[src/rtl/fifo_write_arbiter.sv]
// Round-robin arbiter sharing one FIFO write port between NUM_REQ valid/ready producers.
// Optional per-requester transfer counters are enabled by defining FIFO_WRITE_ARBITER_STATS_EN.
module fifo_write_arbiter #(
    parameter int unsigned WIDTH   = 16,
    parameter int unsigned DEPTH   = 8,
    parameter int unsigned NUM_REQ = 4,
    parameter int unsigned IDW     = 2
) (
    input  logic                     clk,
    input  logic                     reset,
    input  logic [NUM_REQ-1:0]       req_valid,
    input  logic [NUM_REQ*WIDTH-1:0] req_data,
    output logic [NUM_REQ-1:0]       req_ready,
    output logic                     fifo_we,
    output logic [WIDTH-1:0]         fifo_din,
    input  logic                     fifo_full,
    input  logic [WIDTH-1:0]         fifo_count,
    output logic [IDW-1:0]           last_id,
    output logic                     busy
`ifdef FIFO_WRITE_ARBITER_STATS_EN
    ,
    output logic [NUM_REQ*16-1:0]    grant_cnt
`endif
);

    localparam int unsigned CW = 16;

    logic               space_c;
    logic               found_c;
    logic               xfer_c;
    logic [IDW-1:0]     grant_id_c;
    logic [IDW-1:0]     idx_c;
    logic [NUM_REQ-1:0] grant_c;
    logic [WIDTH-1:0]   sel_data_c;

    // A write registered last cycle is not yet visible in fifo_count, so reserve its slot.
    assign space_c = !fifo_full && !(fifo_we && (fifo_count == WIDTH'(DEPTH - 1)));

    // Cyclic search starting just after the most recently granted requester.
    always_comb begin
        found_c    = 1'b0;
        grant_id_c = last_id;
        idx_c      = last_id;
        grant_c    = '0;
        if (!reset && space_c) begin
            for (int unsigned k = 1; k <= NUM_REQ; k++) begin
                idx_c = last_id + IDW'(k);
                if (!found_c && req_valid[idx_c]) begin
                    found_c    = 1'b1;
                    grant_id_c = idx_c;
                end
            end
        end
        if (found_c) begin
            grant_c[grant_id_c] = 1'b1;
        end
    end

    assign req_ready = grant_c;
    assign xfer_c    = |(req_valid & grant_c);

    always_comb begin
        sel_data_c = '0;
        for (int unsigned i = 0; i < NUM_REQ; i++) begin
            if (grant_c[i]) begin
                sel_data_c = req_data[i*WIDTH +: WIDTH];
            end
        end
    end

    always_ff @(posedge clk or posedge reset) begin
        if (reset) begin
            fifo_we  <= 1'b0;
            fifo_din <= '0;
            last_id  <= IDW'(NUM_REQ - 1);
            busy     <= 1'b0;
        end else begin
            busy    <= (|req_valid) || fifo_we;
            fifo_we <= xfer_c;
            if (xfer_c) begin
                fifo_din <= sel_data_c;
                last_id  <= grant_id_c;
            end
        end
    end

`ifdef FIFO_WRITE_ARBITER_STATS_EN
    // Per-requester transfer counters; wrap naturally at 16 bits.
    always_ff @(posedge clk or posedge reset) begin
        if (reset) begin
            grant_cnt <= '0;
        end else begin
            for (int unsigned i = 0; i < NUM_REQ; i++) begin
                if (req_valid[i] && grant_c[i]) begin
                    grant_cnt[i*CW +: CW] <= grant_cnt[i*CW +: CW] + CW'(1);
                end
            end
        end
    end
`endif

endmodule

[config.mk]
export PLATFORM = sky130hd
export DESIGN_NAME = fifo_write_arbiter
export DESIGN_NICKNAME = d
export VERILOG_FILES = /design/src/rtl/fifo_write_arbiter.sv
export SDC_FILE = /design/constraint.sdc
export NUM_CORES = 1
export LEC_CHECK = 0
export ABC_AREA = 1
export ABC_CLOCK_PERIOD_IN_PS = 3100
export CAP_MARGIN = 30
export CORE_ASPECT_RATIO = 2
export CORE_MARGIN = 2
export CORE_UTILIZATION = 37
export CTS_BUF_LIST = sky130_fd_sc_hd__clkbuf_8
export DETAILED_ROUTE_END_ITERATION = 8
export PLACE_DENSITY_LB_ADDON = 0.12
export SYNTH_ARGS = -nofsm -noshare
export SYNTH_HDL_FRONTEND = slang
export SYNTH_SLANG_ARGS = --single-unit
[constraint.sdc]
create_clock -name clk -period 3.1 [get_ports clk]
set_input_delay 0.62 -clock clk [delete_from_list [all_inputs] [get_ports clk]]
set_output_delay 0.62 -clock clk [all_outputs]
set_load 0.005 [all_outputs]
# == Word-level counts from Yosys, hierarchy flattened ==
# Cells that the tools add are included.
# totals
register_bits,20
in_bits,87
output_inout_bits,24
# op_classes
add_sub_neg,3
n_mux,28
eq_ne,1
reduce_logical,16
order_cmp,6
bitwise,1
# ops
cell,count
16-bit two-way mux,4
16-bit by 3-bit equality test with 1-bit output (second input constant),1
2-bit by 3-bit < comparator with 1-bit output (second input constant),5
1-bit two-way mux,13
2-bit two-way mux,5
1-bit binary-select mux with 2-bit select,4
4-bit OR reduction,2
1-bit logical AND,7
1-bit logical NOT,6
2-bit adder (second input constant),2
4-bit AND,1
4-bit two-way mux,1
2-bit by 1-bit adder with 2-bit output (second input constant),1
1-bit demux with 2-bit select,1
2-bit by 1-bit greater-or-equal comparator with 1-bit output (second input constant),1
1-bit logical OR,1

# == Depth between registers and ports, before layout ==
# depth
depth_word,27
depth_mapped,17
mapped_depth_nobuf,15

# == Least setup slack after synthesis ==
# Ideal clock, no wire load.
# synth_timing
kind,register to output
startpoint,register last_id[1]
endpoint,output port req_ready[3]
arrival_ns,1.844
slack_ns,0.636
n_path_buf,2
stages_incl_launch_ff,15
t_required_ns,2.480
cell_sequence,dfstp_2 > buf_4 > inv_2 > nand2_1 > nand2_2 > nand2_2 > nand2_2 > inv_1 > nand3_2 > nand2_1 > nand2_1 > nand2_1 > nand2_4 > nor3_4 > buf_6
# synth_via
elab_chain_cells,22
elab_cells_between_ends,36
# synth_lines
element,line,text
from (decl),18,"output logic [IDW-1:0] last_id,"
from (signal assigned),75,last_id <= IDW'(NUM_REQ - 1);
from (signal assigned),82,last_id <= grant_id_c;
2-bit by 1-bit adder with 2-bit output,47,idx_c = last_id + IDW'(k);
1-bit binary-select mux with 2-bit select,48,if (!found_c && req_valid[idx_c]) begin
1-bit two-way mux (implied by the code),48,
1-bit two-way mux,48,
1-bit two-way mux,45,if (!reset && space_c) begin
1-bit logical NOT,48,
1-bit logical AND,48,
1-bit two-way mux,48,
(+6 left out),-,
1-bit logical AND,48,
2-bit two-way mux,48,
2-bit two-way mux,45,
2-bit by 3-bit < comparator with 1-bit output (implied by the code) or 2-bit by 1-bit greater-or-equal comparator with 1-bit output (tied branches),55,grant_c[grant_id_c] = 1'b1;
1-bit logical AND (implied by the code),55,
1-bit two-way mux (implied by the code),55,
1-bit demux with 2-bit select,55,
4-bit two-way mux *,54,if (found_c) begin
to (decl),13,"output logic [NUM_REQ-1:0] req_ready,"
# Mark *: on every way between the ends. The rest lies on a longest branch, timed or not. The select of a mux whose other input is x is not followed.

# == Worst setup path in the final report ==
# layout_timing
startpoint,register last_id[0]
endpoint,output port req_ready[3]
# The elaborated chain is that of the path after synthesis.

==> impl_metrics.env <==
export IMPL_hp_class="reg2reg"
export IMPL_ys_warnings_count=0
export IMPL_dpl_cell_area_um2=2940
export IMPL_fin_crit_ns=2.95
export IMPL_run_status="completed"
export IMPL_htree_levels=1
export IMPL_cp_start_kind="register"
export IMPL_hold_viol=0
export IMPL_grt_use_total_pct=24.0
export IMPL_drv_cap=0
export IMPL_required_ns=2.48
export IMPL_clockBufferDepth=2
export IMPL_drt_pass1_iterations=4
export IMPL_grt_ovfl_total=0
export IMPL_reg2reg_from="last_id[0]$_DFFE_PP1P_"
export IMPL_place_congestion=0.832
export IMPL_cp_startpoint="last_id[0]$_DFFE_PP1P_"
export IMPL_yosys_top_cells_count="nand2_1 (88), nor2_1 (44), nand4_1 (32)"
export IMPL_die_area_um2=5170
export IMPL_synth_area_um2=1690
export IMPL_die_w_um=51.8
export IMPL_worst_pin_slew_ns=0.775
export IMPL_antenna_found_initial=0
export IMPL_path_class="reg2out"
export IMPL_synth_cells=275
export IMPL_instances_no_fill=455
export IMPL_dp_hpwl_mm=4.64
export IMPL_synth_main_ff_cell="dfrtp_1"
export IMPL_cts_hold_buf=0
export IMPL_clkTransAtPathRegs_ns=0.07
export IMPL_synth_nets=362
export IMPL_synth_most_common_cell="nand2_1"
export IMPL_antenna_cells=0
export IMPL_dp_cells=446
export IMPL_post_route_util_pct=69.7
export IMPL_vias_per_cell=4.93
export IMPL_use_met1_pct=23.5
export IMPL_r2r_cells=16
export IMPL_die_h_um=99.7
export IMPL_worstPathCellList="inv_2 -> nand2_1 -> nand2_2 -> nand2_2 -> nand2_2 -> inv_1 -> nand3_2 -> nand2_1 -> nand2_1 -> nand2_1 -> nand2_4 -> buf_4 -> nor3_4 -> dlygate4sd2_1"
export IMPL_io_buffers=110
export IMPL_ir_worst_vdd_v=0.000497
export IMPL_crit_fanout=8
export IMPL_use_met3_pct=3.00
export IMPL_p_leak_nw=1.52
export IMPL_setup_viol=0
export IMPL_clockRootBuffer="clkbuf_8"
export IMPL_nets=489
export IMPL_powerDensity_nw_per_um2=650
export IMPL_synth_top_area_cell="dfrtp_1"
export IMPL_initial_core_util_pct=38.7
export IMPL_min_period_over_period_pct=95.3
export IMPL_max_freq_mhz=338
export IMPL_slew_headroom_pct=48.3
export IMPL_ios=111
export IMPL_drv_slew=0
export IMPL_rrSetupSlack_ns=0.81
export IMPL_ys_seq_area_share_pct=29.7
export IMPL_drc=0
export IMPL_synth_top_cell_area_share_pct=26.6
export IMPL_r2r_end="fifo_din[3]$_DFFE_PP0P_"
export IMPL_final_antenna_net_count=0
export IMPL_cpPeakStageDelay_ns=0.60
export IMPL_crit_slowest_cell="dfstp_2"
export IMPL_synth_edf_count=0
export IMPL_grt_pass1_wl_mm=9.61
export IMPL_fin_area_um2=3050
export IMPL_first_global_vias=2196
export IMPL_rsz0062_at_grt="no"
export IMPL_worst_ep_arrival_time_ns=2.33
export IMPL_clk_latency_ns=0.26
export IMPL_numCtsBuffers=3
export IMPL_drive_gt1_share_pct=14.0
export IMPL_wl_per_cell_um=13.2
export IMPL_met2_usage_pct=47.2
export IMPL_clkSinkCount=20
export IMPL_cp_end_kind="output pin"
export IMPL_rows=34
export IMPL_busiest_layer="met2"
export IMPL_crit_top_cell="nand2_1"
export IMPL_syn_to_final_growth_pct=80.3
export IMPL_setup_worst_path_end="req_ready[3]"
export IMPL_vias=2242
export IMPL_grt_max_degree=21
export IMPL_netlist_top_cells_area="dfrtp_1 (27%), nand2_1 (19%), nand4_1 (12%), nor2_1 (9.7%), nand3_1 (7.7%)"
export IMPL_cts_tree="done"
export IMPL_core_um2=4380
export IMPL_setup_tns_final_ns=0
export IMPL_drt_iter0_markers=37
export IMPL_ys_async_sr_fraction_pct=100
export IMPL_synth_cell_types=25
export IMPL_wl_mm=5.99
export IMPL_skew_ns=0.00679
export IMPL_postSynthAreaPerCell_um2=6.16
export IMPL_ys_ff_latch=20
[how the worst min path moves through the flow]
stage                        startpoint                       end  slack [ns]  cells after the start
4_1_cts               fifo_we$_DFF_PP0_            busy$_DFF_PP0_        0.50                      2
6_report       fifo_din[14]$_DFFE_PP0P_  fifo_din[14]$_DFFE_PP0P_        0.50                      2
3_5_place_dp   fifo_din[14]$_DFFE_PP0P_  fifo_din[14]$_DFFE_PP0P_        0.48                      2
3_3_place_gp    fifo_din[1]$_DFFE_PP0P_   fifo_din[1]$_DFFE_PP0P_        0.48                      2
5_1_grt         fifo_din[1]$_DFFE_PP0P_   fifo_din[1]$_DFFE_PP0P_        0.53                      2
2_1_floorplan         fifo_we$_DFF_PP0_            busy$_DFF_PP0_        0.47                      2
[cell type report]
class,instances,area [µm²]
Fill cell,399,1330
Clock buffer,4,55.1
Tap cell,54,67.6
Sequential cell,20,503
Multi-Input combinational cell,213,1020
Inverter,29,111
Timing Repair Buffer,135,1290
[repair_timing]
action | CTS | global route
buffers inserted | 4 | 1
endpoints found under the setup margin | 4 | 3
gates cloned | 0 | 0
resized for setup | 13 | 4
pin swaps | 1 | 1
[sequential cells by signal, indices dropped and copies added (netlist names)]
signal and cells:
busy 1, fifo_we 1, fifo_din 16, last_id 2
[kinds of logic after synthesis]
group / Yosys count / synth area share [%]
AND/OR/NAND/NOR: 209 / 57.9
buffers and inverters: 42 / 11.0
flip-flops: 20 / 29.7
AO/OA/AOI/OAI: 4 / 1.40
[layer usage]
layer | up-vias | part of all wire (%) | wire length [µm]
met5 | - | 0 | 0
met4 | 0 | 2.4 | 143
met3 | 10 | 4.2 | 251
met2 | 75 | 58 | 3500
met1 | 1016 | 35 | 2090
li1 | 1141 | - | -
[through the flow]
stage                     setup slack, ns  power, mW  hold slack [ns]
after global placement             -0.196       1.68            0.481
after global routing               0.0122       2.14            0.526
after CTS                          0.0121       1.98            0.504
after detailed placement           -0.280       1.70            0.481
final                               0.145       1.99            0.501
after floorplan                     0.636       1.13            0.470
[cells in the final DEF, fill, tap and decap left out, types with 2 or more instances in the layout]
master           count
nand3_1             26
inv_2                3
dlygate4sd2_1        7
buf_4               24
clkbuf_8             4
nand2_1             85
nand2_2             11
a21oi_1              2
nor2_1              42
nand4_1             32
dfrtp_1             18
dfstp_2              2
clkdlybuf4s50_1    102
inv_1               25
nor2_2               3
nand2_4              2
[where the power goes]
part           total [mW]  internal [mW]  switching (mW)
registers           0.458          0.381          0.0777
logic                1.33          0.664           0.665
clock network       0.199          0.113          0.0862
total                1.99           1.16           0.829
[critical path: cells and delay by family (launching register included)]
family,cells,cell delay (ns)
flops,1,0.60
buf+inv,4,0.60
simple gates,10,0.88
Note: power is estimated with default switching activity, not from simulation.
